===== src/rtl/io_sync_debounce_pkg.sv =====
// rtl/io_sync_debounce_pkg.sv - shared types, limits and width helpers for io_sync_debounce
// Purpose : debounce state encoding, legal parameter ranges and counter width helpers
//           used by io_sync_debounce and io_sync_channel.
// Ports   : none (package).
package io_sync_pkg;

  typedef enum logic [1:0] {
    STABLE_LO = 2'd0,
    WAIT_HI   = 2'd1,
    STABLE_HI = 2'd2,
    WAIT_LO   = 2'd3
  } debState_t;

  localparam int CHANNELS_MIN    = 1;
  localparam int CHANNELS_MAX    = 16;
  localparam int SYNC_STAGES_MIN = 2;
  localparam int SYNC_STAGES_MAX = 4;
  localparam int DEBOUNCE_MIN    = 2;
  localparam int DEBOUNCE_MAX    = 65535;

  // Debounce counter only ever needs to hold 0..DEBOUNCE_CYCLES-1.
  function automatic int debWidth(input int cycles);
    return (cycles < 2) ? 1 : $clog2(cycles);
  endfunction

  // Hold counter saturates at LONG_CYCLES, so it must represent that value itself.
  function automatic int holdWidth(input int cycles);
    return (cycles < 1) ? 1 : $clog2(cycles + 1);
  endfunction

endpackage


===== src/rtl/io_sync_debounce_if.sv =====
// rtl/io_sync_debounce_if.sv - pad-to-core conditioning bus for io_sync_debounce
// Purpose : bundles the raw pad inputs and the conditioned per-channel outputs.
// Ports   : RawIn   - unsynchronised pad inputs (driven by master)
//           Level   - debounced, polarity-normalised level (driven by slave)
//           Press   - one-cycle pulse on Level rising
//           Release - one-cycle pulse on Level falling
//           Hold    - one-cycle long-press pulse
// Modports: master = pad/core side, slave = io_sync_debounce.
interface io_sync_debounce_if #(
  parameter int CHANNELS = 4
);

  logic [CHANNELS-1:0] RawIn;
  logic [CHANNELS-1:0] Level;
  logic [CHANNELS-1:0] Press;
  logic [CHANNELS-1:0] Release;
  logic [CHANNELS-1:0] Hold;

  modport master (
    output RawIn,
    input  Level,
    input  Press,
    input  Release,
    input  Hold
  );

  modport slave (
    input  RawIn,
    output Level,
    output Press,
    output Release,
    output Hold
  );

endinterface


===== src/rtl/io_sync_debounce_channel.sv =====
// rtl/io_sync_debounce_channel.sv - one input channel: sync chain, debounce FSM, hold counter
// Purpose : conditions a single pad input into a clean level plus press/release/hold pulses.
// Ports   : Clock        - system clock, rising edge
//           Reset        - asynchronous, active-high
//           raw          - unsynchronised pad input
//           level        - debounced level, 1 = asserted
//           pressPulse   - one cycle, first cycle of level=1
//           releasePulse - one cycle, first cycle of level=0
//           holdPulse    - one cycle, LONG_CYCLES cycles after pressPulse
// Build   : IO_SYNC_DEBOUNCE_EN defined builds the debounce FSM; undefined gives a
//           plain registered level with edge-detect pulses.
module io_sync_channel
  import io_sync_pkg::*;
#(
  parameter int SYNC_STAGES     = 2,
  parameter int DEBOUNCE_CYCLES = 16,
  parameter int LONG_CYCLES     = 1024,
  parameter bit ACTIVE_LOW      = 1'b1
) (
  input  logic Clock,
  input  logic Reset,
  input  logic raw,
  output logic level,
  output logic pressPulse,
  output logic releasePulse,
  output logic holdPulse
);

  if (SYNC_STAGES < SYNC_STAGES_MIN || SYNC_STAGES > SYNC_STAGES_MAX) begin : gBadSync
    $error("io_sync_channel: SYNC_STAGES out of range");
  end
  if (DEBOUNCE_CYCLES < DEBOUNCE_MIN || DEBOUNCE_CYCLES > DEBOUNCE_MAX) begin : gBadDebounce
    $error("io_sync_channel: DEBOUNCE_CYCLES out of range");
  end
  if (LONG_CYCLES <= DEBOUNCE_CYCLES) begin : gBadLong
    $error("io_sync_channel: LONG_CYCLES must exceed DEBOUNCE_CYCLES");
  end

  // ---------------------------------------------------------------------------
  // Synchroniser chain. Resets to the inactive raw level so a released button
  // does not look like an edge when reset drops.
  // ---------------------------------------------------------------------------
  logic [SYNC_STAGES-1:0] syncQ;
  logic                   s;

  always_ff @(posedge Clock or posedge Reset) begin
    if (Reset) begin
      syncQ <= {SYNC_STAGES{ACTIVE_LOW}};
    end else begin
      syncQ <= {syncQ[SYNC_STAGES-2:0], raw};
    end
  end

  assign s = syncQ[SYNC_STAGES-1] ^ ACTIVE_LOW;

`ifdef IO_SYNC_DEBOUNCE_EN
  // ---------------------------------------------------------------------------
  // Debounce FSM. The first differing sample moves to a WAIT state with the
  // counter at 0; each further differing sample increments it, and the sample
  // that brings it to DEBOUNCE_CYCLES-1 commits the new level. That makes
  // exactly DEBOUNCE_CYCLES consecutive differing samples per level change.
  // ---------------------------------------------------------------------------
  localparam int            DW       = debWidth(DEBOUNCE_CYCLES);
  localparam logic [DW-1:0] DEB_LAST = DW'(DEBOUNCE_CYCLES - 2);

  debState_t     state, stateNext;
  logic [DW-1:0] debCnt, debCntNext;
  logic          pressNext, releaseNext;

  always_ff @(posedge Clock or posedge Reset) begin
    if (Reset) begin
      state        <= STABLE_LO;
      debCnt       <= '0;
      pressPulse   <= 1'b0;
      releasePulse <= 1'b0;
    end else begin
      state        <= stateNext;
      debCnt       <= debCntNext;
      pressPulse   <= pressNext;
      releasePulse <= releaseNext;
    end
  end

  always_comb begin
    stateNext   = state;
    debCntNext  = debCnt;
    pressNext   = 1'b0;
    releaseNext = 1'b0;
    unique case (state)
      STABLE_LO: begin
        if (s) begin
          stateNext  = WAIT_HI;
          debCntNext = '0;
        end
      end
      WAIT_HI: begin
        if (!s) begin
          stateNext = STABLE_LO;
        end else begin
          debCntNext = debCnt + 1'b1;
          if (debCnt == DEB_LAST) begin
            stateNext = STABLE_HI;
            pressNext = 1'b1;
          end
        end
      end
      STABLE_HI: begin
        if (!s) begin
          stateNext  = WAIT_LO;
          debCntNext = '0;
        end
      end
      WAIT_LO: begin
        if (s) begin
          stateNext = STABLE_HI;
        end else begin
          debCntNext = debCnt + 1'b1;
          if (debCnt == DEB_LAST) begin
            stateNext   = STABLE_LO;
            releaseNext = 1'b1;
          end
        end
      end
      default: stateNext = STABLE_LO;
    endcase
  end

  // Level stays high while a release is still being qualified.
  assign level = (state == STABLE_HI) || (state == WAIT_LO);
`else
  // ---------------------------------------------------------------------------
  // No debounce: one register after the sync chain, pulses are edge detects
  // computed from the same sample so they line up with the level change.
  // ---------------------------------------------------------------------------
  always_ff @(posedge Clock or posedge Reset) begin
    if (Reset) begin
      level        <= 1'b0;
      pressPulse   <= 1'b0;
      releasePulse <= 1'b0;
    end else begin
      level        <= s;
      pressPulse   <= s & ~level;
      releasePulse <= ~s & level;
    end
  end
`endif

  // ---------------------------------------------------------------------------
  // Hold counter. Reads 0 on the press cycle and counts every cycle level is
  // high; the pulse is registered from the cycle it reads LONG_CYCLES-1, so it
  // lands LONG_CYCLES cycles after the press. Saturating at LONG_CYCLES keeps
  // it from firing twice in one press.
  // ---------------------------------------------------------------------------
  localparam int            HW        = holdWidth(LONG_CYCLES);
  localparam logic [HW-1:0] HOLD_MAX  = HW'(LONG_CYCLES);
  localparam logic [HW-1:0] HOLD_FIRE = HW'(LONG_CYCLES - 1);

  logic [HW-1:0] holdCnt;

  always_ff @(posedge Clock or posedge Reset) begin
    if (Reset) begin
      holdCnt   <= '0;
      holdPulse <= 1'b0;
    end else begin
      if (!level) begin
        holdCnt <= '0;
      end else if (holdCnt != HOLD_MAX) begin
        holdCnt <= holdCnt + 1'b1;
      end
      holdPulse <= level && (holdCnt == HOLD_FIRE);
    end
  end

endmodule


===== src/rtl/io_sync_debounce.sv =====
// rtl/io_sync_debounce.sv - N-channel pad input synchroniser and debouncer
// Purpose : replaces ad hoc two-flop synchronisers for button/sensor inputs; each
//           channel yields a clean level and press/release/long-press pulses.
// Ports   : Clock - system clock, rising edge
//           Reset - asynchronous, active-high
//           bus   - io_sync_debounce_if.slave: RawIn in; Level, Press, Release, Hold out
// Build   : IO_SYNC_DEBOUNCE_EN defined enables the debounce FSM in every channel;
//           undefined gives synchronise-and-register only (DEBOUNCE_CYCLES ignored).
module io_sync_debounce
  import io_sync_pkg::*;
#(
  parameter int CHANNELS        = 4,
  parameter int SYNC_STAGES     = 2,
  parameter int DEBOUNCE_CYCLES = 16,
  parameter int LONG_CYCLES     = 1024,
  parameter bit ACTIVE_LOW      = 1'b1
) (
  input  logic                Clock,
  input  logic                Reset,
  io_sync_debounce_if.slave   bus
);

  if (CHANNELS < CHANNELS_MIN || CHANNELS > CHANNELS_MAX) begin : gBadChannels
    $error("io_sync_debounce: CHANNELS out of range");
  end

  logic [CHANNELS-1:0] levelVec;
  logic [CHANNELS-1:0] pressVec;
  logic [CHANNELS-1:0] releaseVec;
  logic [CHANNELS-1:0] holdVec;

  for (genvar i = 0; i < CHANNELS; i++) begin : gChan
    io_sync_channel #(
      .SYNC_STAGES    (SYNC_STAGES),
      .DEBOUNCE_CYCLES(DEBOUNCE_CYCLES),
      .LONG_CYCLES    (LONG_CYCLES),
      .ACTIVE_LOW     (ACTIVE_LOW)
    ) uChan (
      .Clock       (Clock),
      .Reset       (Reset),
      .raw         (bus.RawIn[i]),
      .level       (levelVec[i]),
      .pressPulse  (pressVec[i]),
      .releasePulse(releaseVec[i]),
      .holdPulse   (holdVec[i])
    );
  end

  assign bus.Level   = levelVec;
  assign bus.Press   = pressVec;
  assign bus.Release = releaseVec;
  assign bus.Hold    = holdVec;

endmodule


===== src/flat_wrapper.sv =====
// flat-port wrapper written by rule: the top's interface ports become plain ports
module io_sync_debounce_flat import io_sync_pkg::*;
#(
  parameter int CHANNELS        = 4,
  parameter int SYNC_STAGES     = 2,
  parameter int DEBOUNCE_CYCLES = 16,
  parameter int LONG_CYCLES     = 1024,
  parameter bit ACTIVE_LOW      = 1'b1
)
  (Clock, Reset, bus_RawIn, bus_Level, bus_Press, bus_Release, bus_Hold);
  io_sync_debounce_if #(.CHANNELS(CHANNELS)) bus_i ();
  input  logic Clock;
  input  logic Reset;
  input wire logic [$bits(bus_i.RawIn)-1:0] bus_RawIn;
  output wire logic [$bits(bus_i.Level)-1:0] bus_Level;
  output wire logic [$bits(bus_i.Press)-1:0] bus_Press;
  output wire logic [$bits(bus_i.Release)-1:0] bus_Release;
  output wire logic [$bits(bus_i.Hold)-1:0] bus_Hold;
  assign bus_i.RawIn = bus_RawIn;
  assign bus_Level = bus_i.Level;
  assign bus_Press = bus_i.Press;
  assign bus_Release = bus_i.Release;
  assign bus_Hold = bus_i.Hold;
  io_sync_debounce #(.CHANNELS(CHANNELS), .SYNC_STAGES(SYNC_STAGES), .DEBOUNCE_CYCLES(DEBOUNCE_CYCLES), .LONG_CYCLES(LONG_CYCLES), .ACTIVE_LOW(ACTIVE_LOW)) u_core (.Clock(Clock), .Reset(Reset), .bus(bus_i));
endmodule

===== config.mk =====
export PLATFORM = sky130hd
export DESIGN_NAME = io_sync_debounce_flat
export DESIGN_NICKNAME = d
export VERILOG_FILES = /design/src/rtl/io_sync_debounce_pkg.sv /design/src/rtl/io_sync_debounce_if.sv /design/src/rtl/io_sync_debounce_channel.sv /design/src/rtl/io_sync_debounce.sv /design/src/flat_wrapper.sv
export SDC_FILE = /design/constraint.sdc
export NUM_CORES = 1
export LEC_CHECK = 0
export ABC_AREA = 1
export ABC_CLOCK_PERIOD_IN_PS = 5700
export BUFFER_PORTS_ARGS = -buffer_cell sky130_fd_sc_hd__buf_2
export CAP_MARGIN = 0
export CORE_ASPECT_RATIO = 0.75
export CORE_UTILIZATION = 40
export CTS_CLUSTER_DIAMETER = 30
export CTS_CLUSTER_SIZE = 8
export DETAILED_ROUTE_END_ITERATION = 10
export GPL_TIMING_DRIVEN = 0
export PLACE_DENSITY = 0.57
export SLEW_MARGIN = 20
export SYNTH_ARGS = -nofsm -noshare
export SYNTH_HDL_FRONTEND = slang
export SYNTH_SLANG_ARGS = --single-unit

===== constraint.sdc =====
create_clock -name Clock -period 5.7 [get_ports Clock]
set_clock_uncertainty 0.2 [all_clocks]
set_input_delay 0.57 -clock Clock [delete_from_list [all_inputs] [get_ports Clock]]
set_output_delay 0.57 -clock Clock [all_outputs]
set_load 0.1 [all_outputs]

==> impl_metrics.tcl, run 1 <==
set metrics [dict create \
    outcome "complete, no violations" \
    endpoint_kind "output port" \
    synthTopCellsByArea "dfrtp_1 (45%), nand2_1 (8.5%), nor2_1 (6.8%), dfstp_2 (6.3%), nand3_1 (6.0%)" \
    gr-total-overflow 0 \
    power_leakage_uw 0.001919 \
    fin_setup_tns_ns 0 \
    syn_avg_cell_area_um2 8.499 \
    cp_top_family "buffers and inverters" \
    via_count 2405 \
    tightest_slew_ns 0.4887 \
    timing.rr.start "u_core.gChan[1].uChan.holdCnt[0]$_DFFE_PP0P_" \
    wirelength_um 5655 \
    path_cells "buf_4, buf_2" \
    maxCapViolations 0 \
    ys_seq_elements 68 \
    slew_violations 0 \
    netlist.area_leader.share 0.4530 \
    cp_slowest_cell "dfrtp_1" \
    cts_max_level 3 \
    path_max_fanout 8 \
    rows 28 \
    post_cts.repair.setup_buffers 0 \
    rsz0062_at_grt "no" \
    yosys_warnings 0 \
    grt_pass1_vias 2234 \
    hold_class "in2reg" \
    coreArea_um2 7953 \
    endpoint "bus_Level[2]" \
    cts.reportedPaths.clkPinSlew_ns 0.06 \
    gp_congestion 0.7570 \
    track_usage 0.1525 \
    diodes 0 \
    final.min_clock_period_ns 2.166 \
    post_drt_wl_per_cell_um 10.59 \
    critical_path_depth 2 \
    antenna_found_initial 0 \
    seq_area_frac_synth 0.5164 \
    drtIter0Drc 108 \
    portBuffers 21 \
    fmax_mhz 461.6 \
    clk_latency_ns 0.34 \
    hpwl_um 3971 \
    grt_max_degree 57 \
    final.period_utilization 0.3801 \
    finalHoldViolCount 0 \
    vdd_drop_max_mv 0.1721 \
    cts_resized 0 \
    max_stage_delay_ns 0.49 \
    setup_viol 0 \
    nets 438 \
    syn_inst 390 \
    critical_path_buf_inv_count 2 \
    die_area_um2 8658 \
    cts_tree "done" \
    fin_util 0.4733 \
    yosys.area.top_type "dfrtp_1" \
    cp-start-kind "register" \
    area_growth_pct 13.55 \
    critPathLaunch "u_core.gChan[2].uChan.level$_DFF_PP0_" \
    root_buffer "clkbuf_8" \
    relSlewSlack 0.6765 \
    ios 22 \
    die_h_um 80.83 \
    hold_depth 1 \
    drive_gt1_frac 0.1958 \
    grt_pass1_wl_um 10030 \
    clockBufferDepth 2 \
    power.density_nw_per_um2 255.3 \
    ant_nets 0 \
    r2r_end "u_core.gChan[1].uChan.holdCnt[8]$_DFFE_PP0P_" \
    synth_nets 404 \
    path_class "reg2out" \
    synth.distinct_cells 26 \
    cts_buffers 9 \
    die_w_um 107.1 \
    drt_first_pass_iters 4 \
    clock-sinks 68 \
    initial_core_util 0.4168 \
    syn-cell-area_um2 3314 \
    via_per_inst 4.504 \
    worstPathRequired_ns 4.93 \
    cp.arrival_ns 1.40 \
    r2r_slack_ns 4.16 \
    rr_worst_depth 6 \
    drc 0 \
]
## placed cells by master (no fill, tap or decap)
cell type and count:
buf_2 24, nand2_2 4, dfstp_2 8, nor3_1 4, a21oi_1 16, nand4_1 6
or2_2 1, nand3_1 40, clkinv_2 2, nor2_2 4, clkbuf_1 5, buf_4 17
nand2_1 75, xor2_1 3, inv_1 50, buf_16 1, xnor2_1 3, o21ai_0 7
dfrtp_1 60, ha_1 8, inv_4 1, nand3_4 2, dlygate4sd3_1 1, nand3_2 2
nor2_4 6, nand3b_1 1, o21ai_1 4, nor2_1 60, a31oi_1 2, nor3_2 1
clkbuf_8 11
## kinds of logic after synthesis
kind of cell	after synthesis	synth area share
compound gates	29	0.04454
xor+xnor	6	0.01586
fa+ha+maj	8	0.03020
buf+inv	73	0.1031
flops	68	0.5164
simple gates	206	0.2899
## cell usage after synthesis
master    count
a21oi_1      16
a31oi_1       2
buf_2         3
buf_4        17
clkbuf_1      2
dfrtp_1      60
dfstp_2       8
ha_1          8
inv_1        51
nand2_1      75
nand2_2       4
nand3_1      40
nand3_2       2
nand3_4       2
nand3b_1      1
nand4_1       6
nor2_1       60
nor2_2        4
nor2_4        6
nor3_1        4
nor3_2        1
o21ai_0       7
o21ai_1       4
or2_2         1
xnor2_1       3
xor2_1        3
## layout make-up
type / count / area, µm²
plain buffers: 22 / 150.1
well taps: 105 / 131.4
clock inverters: 2 / 10.01
flip-flops and latches: 68 / 1712
inverters: 51 / 193.9
fillers: 776 / 4189
clock buffers: 14 / 162.7
multi-input cells: 249 / 1261
repair buffers: 23 / 142.6
## state kept, by name, summed over array words and instances, names as in the netlist
signal,flops
u_core.gChan.uChan.releasePulse,4
u_core.gChan.uChan.level,4
u_core.gChan.uChan.pressPulse,4
u_core.gChan.uChan.holdCnt,44
u_core.gChan.uChan.syncQ,8
u_core.gChan.uChan.holdPulse,4
## stage by stage
stage                     cells  area [µm²]  setup WS (ns)  total power [µW]  hold WS, ns
after global placement      516        3551          2.297             613.7       0.1466
after floorplan             390        3314          3.232             596.3       0.1452
after detailed placement    517        3581          3.889             618.4       0.1495
final                       534        3764          3.534             960.9       0.1251
after CTS                   534        3764          3.503             978.4       0.1021
after global routing        534        3764          3.457              1012      0.09933
## worst min path at each step
stage	startpoint	to	slack (ns)
2_1_floorplan	u_core.gChan[0].uChan.syncQ[0]$_DFF_PP1_	u_core.gChan[0].uChan.syncQ[1]$_DFF_PP1_	0.15
3_3_place_gp	u_core.gChan[1].uChan.syncQ[0]$_DFF_PP1_	u_core.gChan[1].uChan.syncQ[1]$_DFF_PP1_	0.15
3_5_place_dp	u_core.gChan[3].uChan.syncQ[0]$_DFF_PP1_	u_core.gChan[3].uChan.syncQ[1]$_DFF_PP1_	0.15
4_1_cts	bus_RawIn[1]	u_core.gChan[1].uChan.syncQ[0]$_DFF_PP1_	0.10
5_1_grt	bus_RawIn[1]	u_core.gChan[1].uChan.syncQ[0]$_DFF_PP1_	0.1
6_report	bus_RawIn[3]	u_core.gChan[3].uChan.syncQ[0]$_DFF_PP1_	0.13
## metal layers
layer,global-route usage,share of wire
met3,0.06019,0.040
met1,0.1984,0.52
met5,0,0
met4,0.04932,0.014
met2,0.2335,0.42
## power by group
part	total (µW)	internal, µW	switching [µW]
Combinational	94.0	26.9	67.1
Clock	353	181	172
Sequential	514	499	14.8
## timing repair
action	CTS	global route
endpoints found under the hold margin	9	0
setup endpoints to repair	0	0
hold buffers	1	0
Note: power is estimated with default switching activity, not from simulation.
==> run 2: changes to the inputs <==
Settings changed: ABC_CLOCK_PERIOD_IN_PS 5700 to 1900, PLACE_DENSITY 0.57 to 0.59.
Clock period 5.7 ns to 1.9 ns, I/O delays scaled along.
==> impl_metrics.tcl, run 2 (same netlist as run 1, synthesis figures left out) <==
set metrics [dict create \
    cts.reportedPaths.clkPinSlew_ns 0.07 \
    area_growth_pct 17.06 \
    clockBufferDepth 2 \
    endpoint_kind "output port" \
    layout_commonest_cell "nand2_1" \
    cts_tree "done" \
    die_h_um 80.83 \
    cp_slowest_cell "dfrtp_1" \
    tightest_slew_ns 0.4846 \
    grt_max_degree 35 \
    grt_pass1_wl_um 10300 \
    die_area_um2 8658 \
    coreArea_um2 7953 \
    cts_max_level 3 \
    fmax_mhz 559.5 \
    path_max_fanout 7 \
    fin_util 0.4879 \
    routed-wl-met2_um 2471 \
    portBuffers 21 \
    drtIter0Drc 92 \
    rows 28 \
    dpl_cell_area_um2 3602 \
    final_cell_mix "nand2_1 (75), nor2_1 (60), dfrtp_1 (60), inv_1 (50), nand3_1 (40)" \
    topRoutingLayerUsed "met4" \
    hold_class "in2async" \
    track_usage 0.1543 \
    final.min_clock_period_ns 1.787 \
    via_count 2487 \
    hpwl_um 3973 \
    max_stage_delay_ns 0.49 \
    relSlewSlack 0.6791 \
    hold_ws_ns 0.1573 \
    power_leakage_uw 0.001963 \
    largest_reg_flops 44 \
    vdd_drop_max_mv 0.3794 \
    power.density_nw_per_um2 822.2 \
    path_class "reg2out" \
    drive_gt1_frac 0.2005 \
    nets 443 \
    post_drt_wl_per_cell_um 10.69 \
    drt_first_pass_iters 4 \
    drc 0 \
    multi_input_area_um2 1261 \
    slew_violations 0 \
    critical_path_buf_inv_count 2 \
    gp_congestion 0.7861 \
    outcome "complete, no violations" \
    reg_top3 "u_core.gChan.uChan.holdCnt x44, u_core.gChan.uChan.syncQ x8" \
    initial_core_util 0.4168 \
    cts_buffers 9 \
    grt_pass1_vias 2298 \
    via_per_inst 4.614 \
    regArea_um2 1712 \
    root_buffer "clkbuf_8" \
    gr-total-overflow 0 \
    rsz0062_at_grt "no" \
    postLayoutCellArea_um2 3880 \
    r2r_slack_ns 0.37 \
    maxCapViolations 0 \
    cp_top_family "buffers and inverters" \
    antenna_found_initial 0 \
    cp-start-kind "register" \
    fin_setup_tns_ns 0 \
    fillCellCount 728 \
    die_w_um 107.1 \
    routed-wl-met3_um 231 \
    diodes 0 \
    ant_nets 0 \
    met1_length_um 2990 \
    wirelength_um 5762 \
    ios 22 \
    worstPathRequired_ns 1.51 \
    setup_viol 0 \
    final.period_utilization 0.9407 \
    finalHoldViolCount 0 \
    path_cells "buf_4, buf_2" \
    regMostFlops "u_core.gChan.uChan.holdCnt" \
    clk_latency_ns 0.34 \
    cp.arrival_ns 1.40 \
    clock-sinks 68 \
]
run 2: worst paths after layout:
| check | from | end | depth (start not counted) |
|---|---|---|---|
| worst max-delay path | u_core.gChan[3].uChan.level$_DFF_PP0_ | bus_Level[3] | 2 |
| worst min-delay path | Reset | u_core.gChan[3].uChan.holdCnt[2]$_DFFE_PP0P_ | 3 |
| worst max register to register | u_core.gChan[1].uChan.holdCnt[0]$_DFFE_PP0P_ | u_core.gChan[1].uChan.holdCnt[8]$_DFFE_PP0P_ | 6 |
| worst min register to register | u_core.gChan[2].uChan.syncQ[0]$_DFF_PP1_ | u_core.gChan[2].uChan.syncQ[1]$_DFF_PP1_ | 0 |
| max in group asynchronous | Reset | u_core.gChan[0].uChan.syncQ[1]$_DFF_PP1_ | 4 |
| min in group Clock | u_core.gChan[2].uChan.syncQ[0]$_DFF_PP1_ | u_core.gChan[2].uChan.syncQ[1]$_DFF_PP1_ | 0 |
run 2: area by class of cell:
type,count,share of cell area
sequential,68,0.4411
multi-input combinational,249,0.3251
timing repair buffer,28,0.05224
inverter,51,0.05031
clock buffer,12,0.03999
buffer,22,0.03870
tap,105,0.03386
clock inverter,4,0.01870
run 2: layer usage:
| layer | track usage | vias to the layer above |
|---|---|---|
| li1 | - | 1283 |
| met1 | 0.2047 | 1156 |
| met2 | 0.2361 | 41 |
| met3 | 0.05297 | 7 |
| met4 | 0.05342 | 0 |
| met5 | 0 | - |
run 2: repair_timing:
| action | in CTS | in global routing |
|---|---|---|
| resized for setup | 0 | 0 |
| hold buffers | 5 | 0 |
| setup buffers | 0 | 0 |
| hold endpoints to repair | 64 | 0 |
run 2: metrics by stage:
stage	instances	power [µW]	worst slack (ns)
finish	539	3190	0.1126
floorplan	390	1789	0.5318
global route	539	3328	0.03833
detailed placement	518	1858	0.3827
global placement	516	1842	0.2388
CTS	539	3237	0.09312
run 2: worst min-delay path: stages:
cell	delay, ns
dlygate4sd3_1	0.53
buf_2	0.13
clkinvlp_4	0.25
run 2: power by group:
group / total, µW / internal, µW / leakage (µW) / switching, µW
combinational: 293 / 89.2 / 0.000956 / 204
sequential: 1540 / 1500 / 0.000894 / 44.2
clock: 1360 / 809 / 0.000113 / 548
